**src/rtl/crossroad_sequencer.sv**
```systemverilog
// Two-lane crossroad light sequencer.
// Demand-driven green swaps with min/max green, yellow, all-red and car release.
module crossroad_sequencer #(
  parameter int TICK_DIV    = 100000000,
  parameter int GREEN_MIN_T = 5,
  parameter int GREEN_MAX_T = 20,
  parameter int YELLOW_T    = 2,
  parameter int PASS_T      = 1,
  parameter int CNT_W       = 4
) (
  input  logic             CLK100MHZ,
  input  logic             CPU_RESETN,
  input  logic             enable,
  input  logic [CNT_W-1:0] car_counter_a1,
  input  logic [CNT_W-1:0] car_counter_a2,
  input  logic [CNT_W-1:0] car_counter_b1,
  input  logic [CNT_W-1:0] car_counter_b2,
  output logic             crossroad_status_changed_out,
  output logic             signal_car_to_cross_out,
  output logic [2:0]       phase,
  output logic             lane_a_green,
  output logic             lane_b_green,
  output logic             yellow
);

  localparam int PW  = (TICK_DIV > 1) ? $clog2(TICK_DIV) : 1;
  localparam int TW  = $clog2(GREEN_MAX_T + 1);
  localparam int PSW = (PASS_T > 1) ? $clog2(PASS_T) : 1;

  localparam logic [PW-1:0]  PRE_LAST  = PW'(TICK_DIV - 1);
  localparam logic [TW-1:0]  MIN_C     = TW'(GREEN_MIN_T);
  localparam logic [TW-1:0]  MAX_C     = TW'(GREEN_MAX_T);
  localparam logic [TW-1:0]  YEL_C     = TW'(YELLOW_T);
  localparam logic [PSW-1:0] PASS_LAST = PSW'(PASS_T - 1);

  typedef enum logic [2:0] {
    ALL_RED  = 3'd0,
    A_GREEN  = 3'd1,
    A_YELLOW = 3'd2,
    B_GREEN  = 3'd3,
    B_YELLOW = 3'd4
  } state_e;

  state_e         state_q, state_d;
  logic [PW-1:0]  pre_q, pre_d;
  logic [TW-1:0]  timer_q, timer_d;
  logic [TW-1:0]  timer_inc;
  logic [PSW-1:0] pass_q, pass_d;
  logic           car_q, car_d;
  logic           stat_q, stat_d;
  logic           a_q, b_q, y_q;
  logic           tick, pass_fire;
  logic           go_a, go_b, yel_done;
  logic [CNT_W:0] qa, qb;

  assign qa = {1'b0, car_counter_a1} + {1'b0, car_counter_a2};
  assign qb = {1'b0, car_counter_b1} + {1'b0, car_counter_b2};

  always_comb begin
    tick      = enable && (pre_q == PRE_LAST);
    pre_d     = pre_q;
    if (enable) pre_d = tick ? '0 : pre_q + 1'b1;
    timer_inc = (timer_q >= MAX_C) ? timer_q : timer_q + 1'b1;
    pass_fire = (pass_q == PASS_LAST);
    // timer_inc is the tick count this tick lands on
    go_a      = (timer_inc >= MIN_C) && (qb != '0)
             && ((qa == '0) || (timer_inc >= MAX_C));
    go_b      = (timer_inc >= MIN_C) && (qa != '0)
             && ((qb == '0) || (timer_inc >= MAX_C));
    yel_done  = (timer_inc >= YEL_C);
  end

  always_comb begin
    state_d = state_q;
    car_d   = 1'b0;
    stat_d  = 1'b0;
    case (state_q)
      ALL_RED: begin
        if (tick && yel_done) state_d = A_GREEN;
      end
      A_GREEN: begin
        if (tick) begin
          if (go_a) state_d = A_YELLOW;
          else if ((qa != '0) && pass_fire) car_d = 1'b1;
        end
      end
      A_YELLOW: begin
        if (tick && yel_done) begin
          state_d = B_GREEN;
          stat_d  = 1'b1;
        end
      end
      B_GREEN: begin
        if (tick) begin
          if (go_b) state_d = B_YELLOW;
          else if ((qb != '0) && pass_fire) car_d = 1'b1;
        end
      end
      B_YELLOW: begin
        if (tick && yel_done) begin
          state_d = A_GREEN;
          stat_d  = 1'b1;
        end
      end
      default: state_d = ALL_RED;
    endcase
  end

  always_comb begin
    timer_d = timer_q;
    pass_d  = pass_q;
    if (state_d != state_q) begin
      timer_d = '0;
      pass_d  = '0;
    end else if (tick) begin
      timer_d = timer_inc;
      pass_d  = pass_fire ? '0 : pass_q + 1'b1;
    end
  end

  always_ff @(posedge CLK100MHZ or negedge CPU_RESETN) begin
    if (!CPU_RESETN) begin
      state_q <= ALL_RED;
      pre_q   <= '0;
      timer_q <= '0;
      pass_q  <= '0;
      car_q   <= 1'b0;
      stat_q  <= 1'b0;
      a_q     <= 1'b0;
      b_q     <= 1'b0;
      y_q     <= 1'b0;
    end else begin
      state_q <= state_d;
      pre_q   <= pre_d;
      timer_q <= timer_d;
      pass_q  <= pass_d;
      // a pending pulse waits out a pause instead of being lost
      if (enable) begin
        car_q  <= car_d;
        stat_q <= stat_d;
      end
      a_q <= (state_d == A_GREEN);
      b_q <= (state_d == B_GREEN);
      y_q <= (state_d == A_YELLOW) || (state_d == B_YELLOW);
    end
  end

  assign phase                        = state_q;
  assign lane_a_green                 = a_q;
  assign lane_b_green                 = b_q;
  assign yellow                       = y_q;
  assign signal_car_to_cross_out      = car_q & enable;
  assign crossroad_status_changed_out = stat_q & enable;

endmodule

```
**config.mk**
```make
export PLATFORM = sky130hd
export DESIGN_NAME = crossroad_sequencer
export DESIGN_NICKNAME = d
export VERILOG_FILES = /design/src/rtl/crossroad_sequencer.sv
export SDC_FILE = /design/constraint.sdc
export NUM_CORES = 1
export LEC_CHECK = 0
export CORE_MARGIN = 3
export CORE_UTILIZATION = 51
export CTS_CLUSTER_SIZE = 40
export DETAILED_ROUTE_END_ITERATION = 8
export GPL_TIMING_DRIVEN = 0
export PLACE_DENSITY = 0.76
export RECOVER_POWER = 25
export SLEW_MARGIN = 20
export SYNTH_ARGS = -nofsm -noshare
export SYNTH_HDL_FRONTEND = slang
export SYNTH_SLANG_ARGS = --single-unit
```
**constraint.sdc**
```tcl
create_clock -name CLK100MHZ -period 2.5 [get_ports CLK100MHZ]
set_input_delay 0.5 -clock CLK100MHZ [delete_from_list [all_inputs] [get_ports CLK100MHZ]]
set_output_delay 0.5 -clock CLK100MHZ [all_outputs]
set_load 0.005 [all_outputs]
```
==> summary.md <==
| Metric | Value |
|---|---|
| Final min period | `2.602 ns` |
| TritonRoute pass-1 iters | `4` |
| EDFF count, synth | `0` |
| Residual DRC | `0` |
| Wire length per cell | `15.57 um` |
| First-pass GRT wire length | `9370 um` |
| Antenna cell count | `0` |
| DP Wirelength | `3811 um` |
| DR vias/cell | `5.780` |
| Ports | `27` |
| WP data arrival | `2.80 ns` |
| Worst reg-to-reg path cell count | `7` |
| Reg-to-Reg End | `yellow$_DFF_PN0_` |
| Port Buf Inserts | `25` |
| Synth top area cells | `dfrtp_1, ha_1, xnor2_1, nor2_1, xor2_1` |
| Worst-Skew Late Latency | `0.30 ns` |
| Setup CP Type | `input pin to register` |
| Die area | `0.005527 mm^2` |
| Final core utilization | `69.76%` |
| Syn_nets | `279` |
| Comb pwr share | `14.5%` |
| Slew HR | `11.62%` |
| Outcome | `finished, violations left` |
| Register area | `0.001002 mm^2` |
| Most used cell, CP | `buf_6` |
| CP Capture Type | `register` |
| Area of the mapped netlist | `0.002382 mm^2` |
| #FFs+latches synth | `40` |
| H-tree depth | `2` |
| Final clock period utilization by the worst path | `104.1%` |
| Synth-to-layout area growth | `30.15%` |
| Worst setup margin | `-0.1016 ns` |
| Top post-synthesis cells by count | `dfrtp_1, nor2_1, nand2_1` |
| Largest stage delay on the critical path | `0.47 ns` |
| Ys flop type | `dfrtp_1` |
| Remaining global-route overflow | `0` |
| Fillers | `336` |
| Failing checks | `setup timing` |
| Ys Warns | `0` |
| Max VDD drop | `0.6375 mV` |
| Max Transition Viols Final | `0` |
| Core Rows | `24` |
| Synth unique cells | `55` |
| Fmax achieved | `384.4 MHz` |
| PD cells | `460.4 mW/mm^2` |
| Max-cap check violation count | `0` |
| Routed WL | `5386 um` |
| Crit path buf inv count | `2` |
| Cell taking the most area after synthesis | `dfrtp_1` |
| Multi-input logic area | `0.001498 mm^2` |
| Die X | `74.35 um` |
| Clock power share | `32.5%` |
| Global Route Usage Sum | `21.99%` |
| Clock Path Buffers | `2` |
| Initial antenna violation count | `0` |
| Clock skew | `0.006598 ns` |
| Cell Int Power | `0.001055 W` |
| Placer Congestion | `0.8436` |
| Most frequent cell after synthesis | `dfrtp_1` |
| Final Hold Fails | `0` |
| Vias in the first global route | `2,036` |
| FF-to-FF Start | `pre_q[10]$_DFFE_PN0P_` |
| Ratio of cells with drive above 1 in the final layout | `22.11%` |
| Core Area | `0.004444 mm^2` |
| CP max FO | `5` |
| Crit-path leading delay family | `simple AND/OR/NAND/NOR gates` |
| Slew @ Worst Pin | `1.326 ns` |
| Share of total power in sequential cells | `53.0%` |
| Cts bufs inserted | `5` |
| Pleak | `1.359 nW` |
| Initial Util | `53.60%` |
| Post-Syn Area per Cell | `9.645 um^2` |
| Slowest CP cell | `fa_1` |
| Final setup TNS | `-0.1790 ns` |
| Sw Pwr | `0.0003727 W` |
| Clock sinks | `40` |
| Ys async rst share | `100.0%` |
| Synth Instances | `247` |
| Detail Route Antenna Nets | `0` |
| Vias post-DR | `2,000` |
| Largest net degree at the start of global routing | `26` |
| Worst reg-to-reg setup slack | `-0.04 ns` |
| CTS tree | `built` |
| CP cell instances | `buf_6, ha_4, fa_1, or4_4, or3_4, a211oi_4, buf_6, a311oi_2, a211oi_2` |
| Switching part of the total | `26.11%` |
| Hold_buf cts | `0` |
| Setup repair after global routing missed its margin | `yes` |
| Hold Path Class | `input pin to asynchronous set/reset pin` |
| Required @ worst endpoint | `2.70 ns` |
| Die H | `74.35 um` |
| Finish-stage setup viols | `7` |
| Clock-pin slew on the worst setup and hold paths | `0.07 ns` |
| Top-area cell type share of the netlist area | `42.02%` |
| Total power draw | `0.001428 W` |
| Nets@finish | `326` |
| CP Launch Type | `input pin` |
| Register area share after synthesis | `42.02%` |
| DR iter-0 viols | `178` |
| CTS Root Cell | `clkbuf_8` |
cell type report:
class	count	area share, %
flip-flops and latches	40	32.32
repair buffers	41	12.39
multi-input cells	192	48.31
clock buffers	7	3.107
inverters	7	0.8475
well taps	52	2.098
plain buffers	7	0.9282
per-stage QoR:
step	cells	hold WS, ns	cell area [um^2]	setup slack [ns]
4_1_cts	339	0.1140	2990	-0.09060
2_1_floorplan	247	0.2044	2451	-0.05933
6_report	346	0.2643	3100	-0.1016
5_1_grt	346	0.3344	3100	-0.1310
3_3_place_gp	324	0.4813	2766	-0.7290
3_5_place_dp	325	0.4415	2781	-0.8102
flip-flops by register name (all words and copies together) (netlist names):
signal / cells
lane_b_green: 1
phase: 3
pre_q: 27
car_q: 1
yellow: 1
timer_q: 5
stat_q: 1
lane_a_green: 1
kinds of logic (layout without fill, tap and decap cells):
group	count (synthesis)	in the layout	share of synthesized area, %
simple gates	109	109	25.32
flops	40	40	42.02
buf+inv	15	62	2.416
fa+ha+maj	13	13	7.458
mux	3	3	1.313
compound gates	45	45	13.39
xor+xnor	22	22	8.088
how the worst max path moves through the flow:
stage | end | cells past startpoint | slack [ns] | startpoint
2_1_floorplan | yellow$_DFF_PN0_ | 7 | -0.06 | car_counter_a1[0]
3_3_place_gp | yellow$_DFF_PN0_ | 8 | -0.73 | car_counter_a1[0]
3_5_place_dp | yellow$_DFF_PN0_ | 8 | -0.81 | car_counter_a1[0]
6_report | yellow$_DFF_PN0_ | 9 | -0.10 | car_counter_a1[0]
5_1_grt | yellow$_DFF_PN0_ | 9 | -0.13 | car_counter_a1[0]
4_1_cts | yellow$_DFF_PN0_ | 9 | -0.09 | car_counter_a2[0]
power groups by stage:
stage	clock network [W]	registers, W	logic, W
finish	0.000464	0.000757	0.000207
global route	0.000505	0.000769	0.000243
CTS	0.000476	0.000754	0.000206
detailed placement	0	0.000767	0.000199
global placement	0	0.000762	0.000188
floorplan	0	0.000755	0.000123
placed cells by master, fill, tap and decap left out, types with 6 or more instances in the layout:
cell and count:
clkbuf_8 7, xor2_1 10, nand4_1 7, buf_6 9
clkdlybuf4s50_1 12, nand3_1 9, ha_1 9, dfrtp_1 39
buf_4 10, clkbuf_1 6, o21ai_0 9, inv_1 7
nor2_1 23, nand2_1 21, nor3_1 8, xnor2_1 12
routing by layer:
metal  GRT usage (%)  vias to the layer above  share of wire [%]
met3           3.784                       11                3.6
met5               0                        -                  0
met1           30.61                      960                 47
li1                -                      984                  -
met2           35.04                       45                 48
met4           7.115                        0                1.9
timing repair:
| item | 4_1_cts | 5_1_grt |
|---|---|---|
| endpoints found under the hold margin | 0 | 0 |
| gates resized for setup | 46 | 18 |
| endpoints found under the setup margin | 23 | 17 |
| pin swaps | 20 | 15 |
| buffers inserted | 7 | 8 |
No activity file was read; power rests on OpenSTA's default activity.
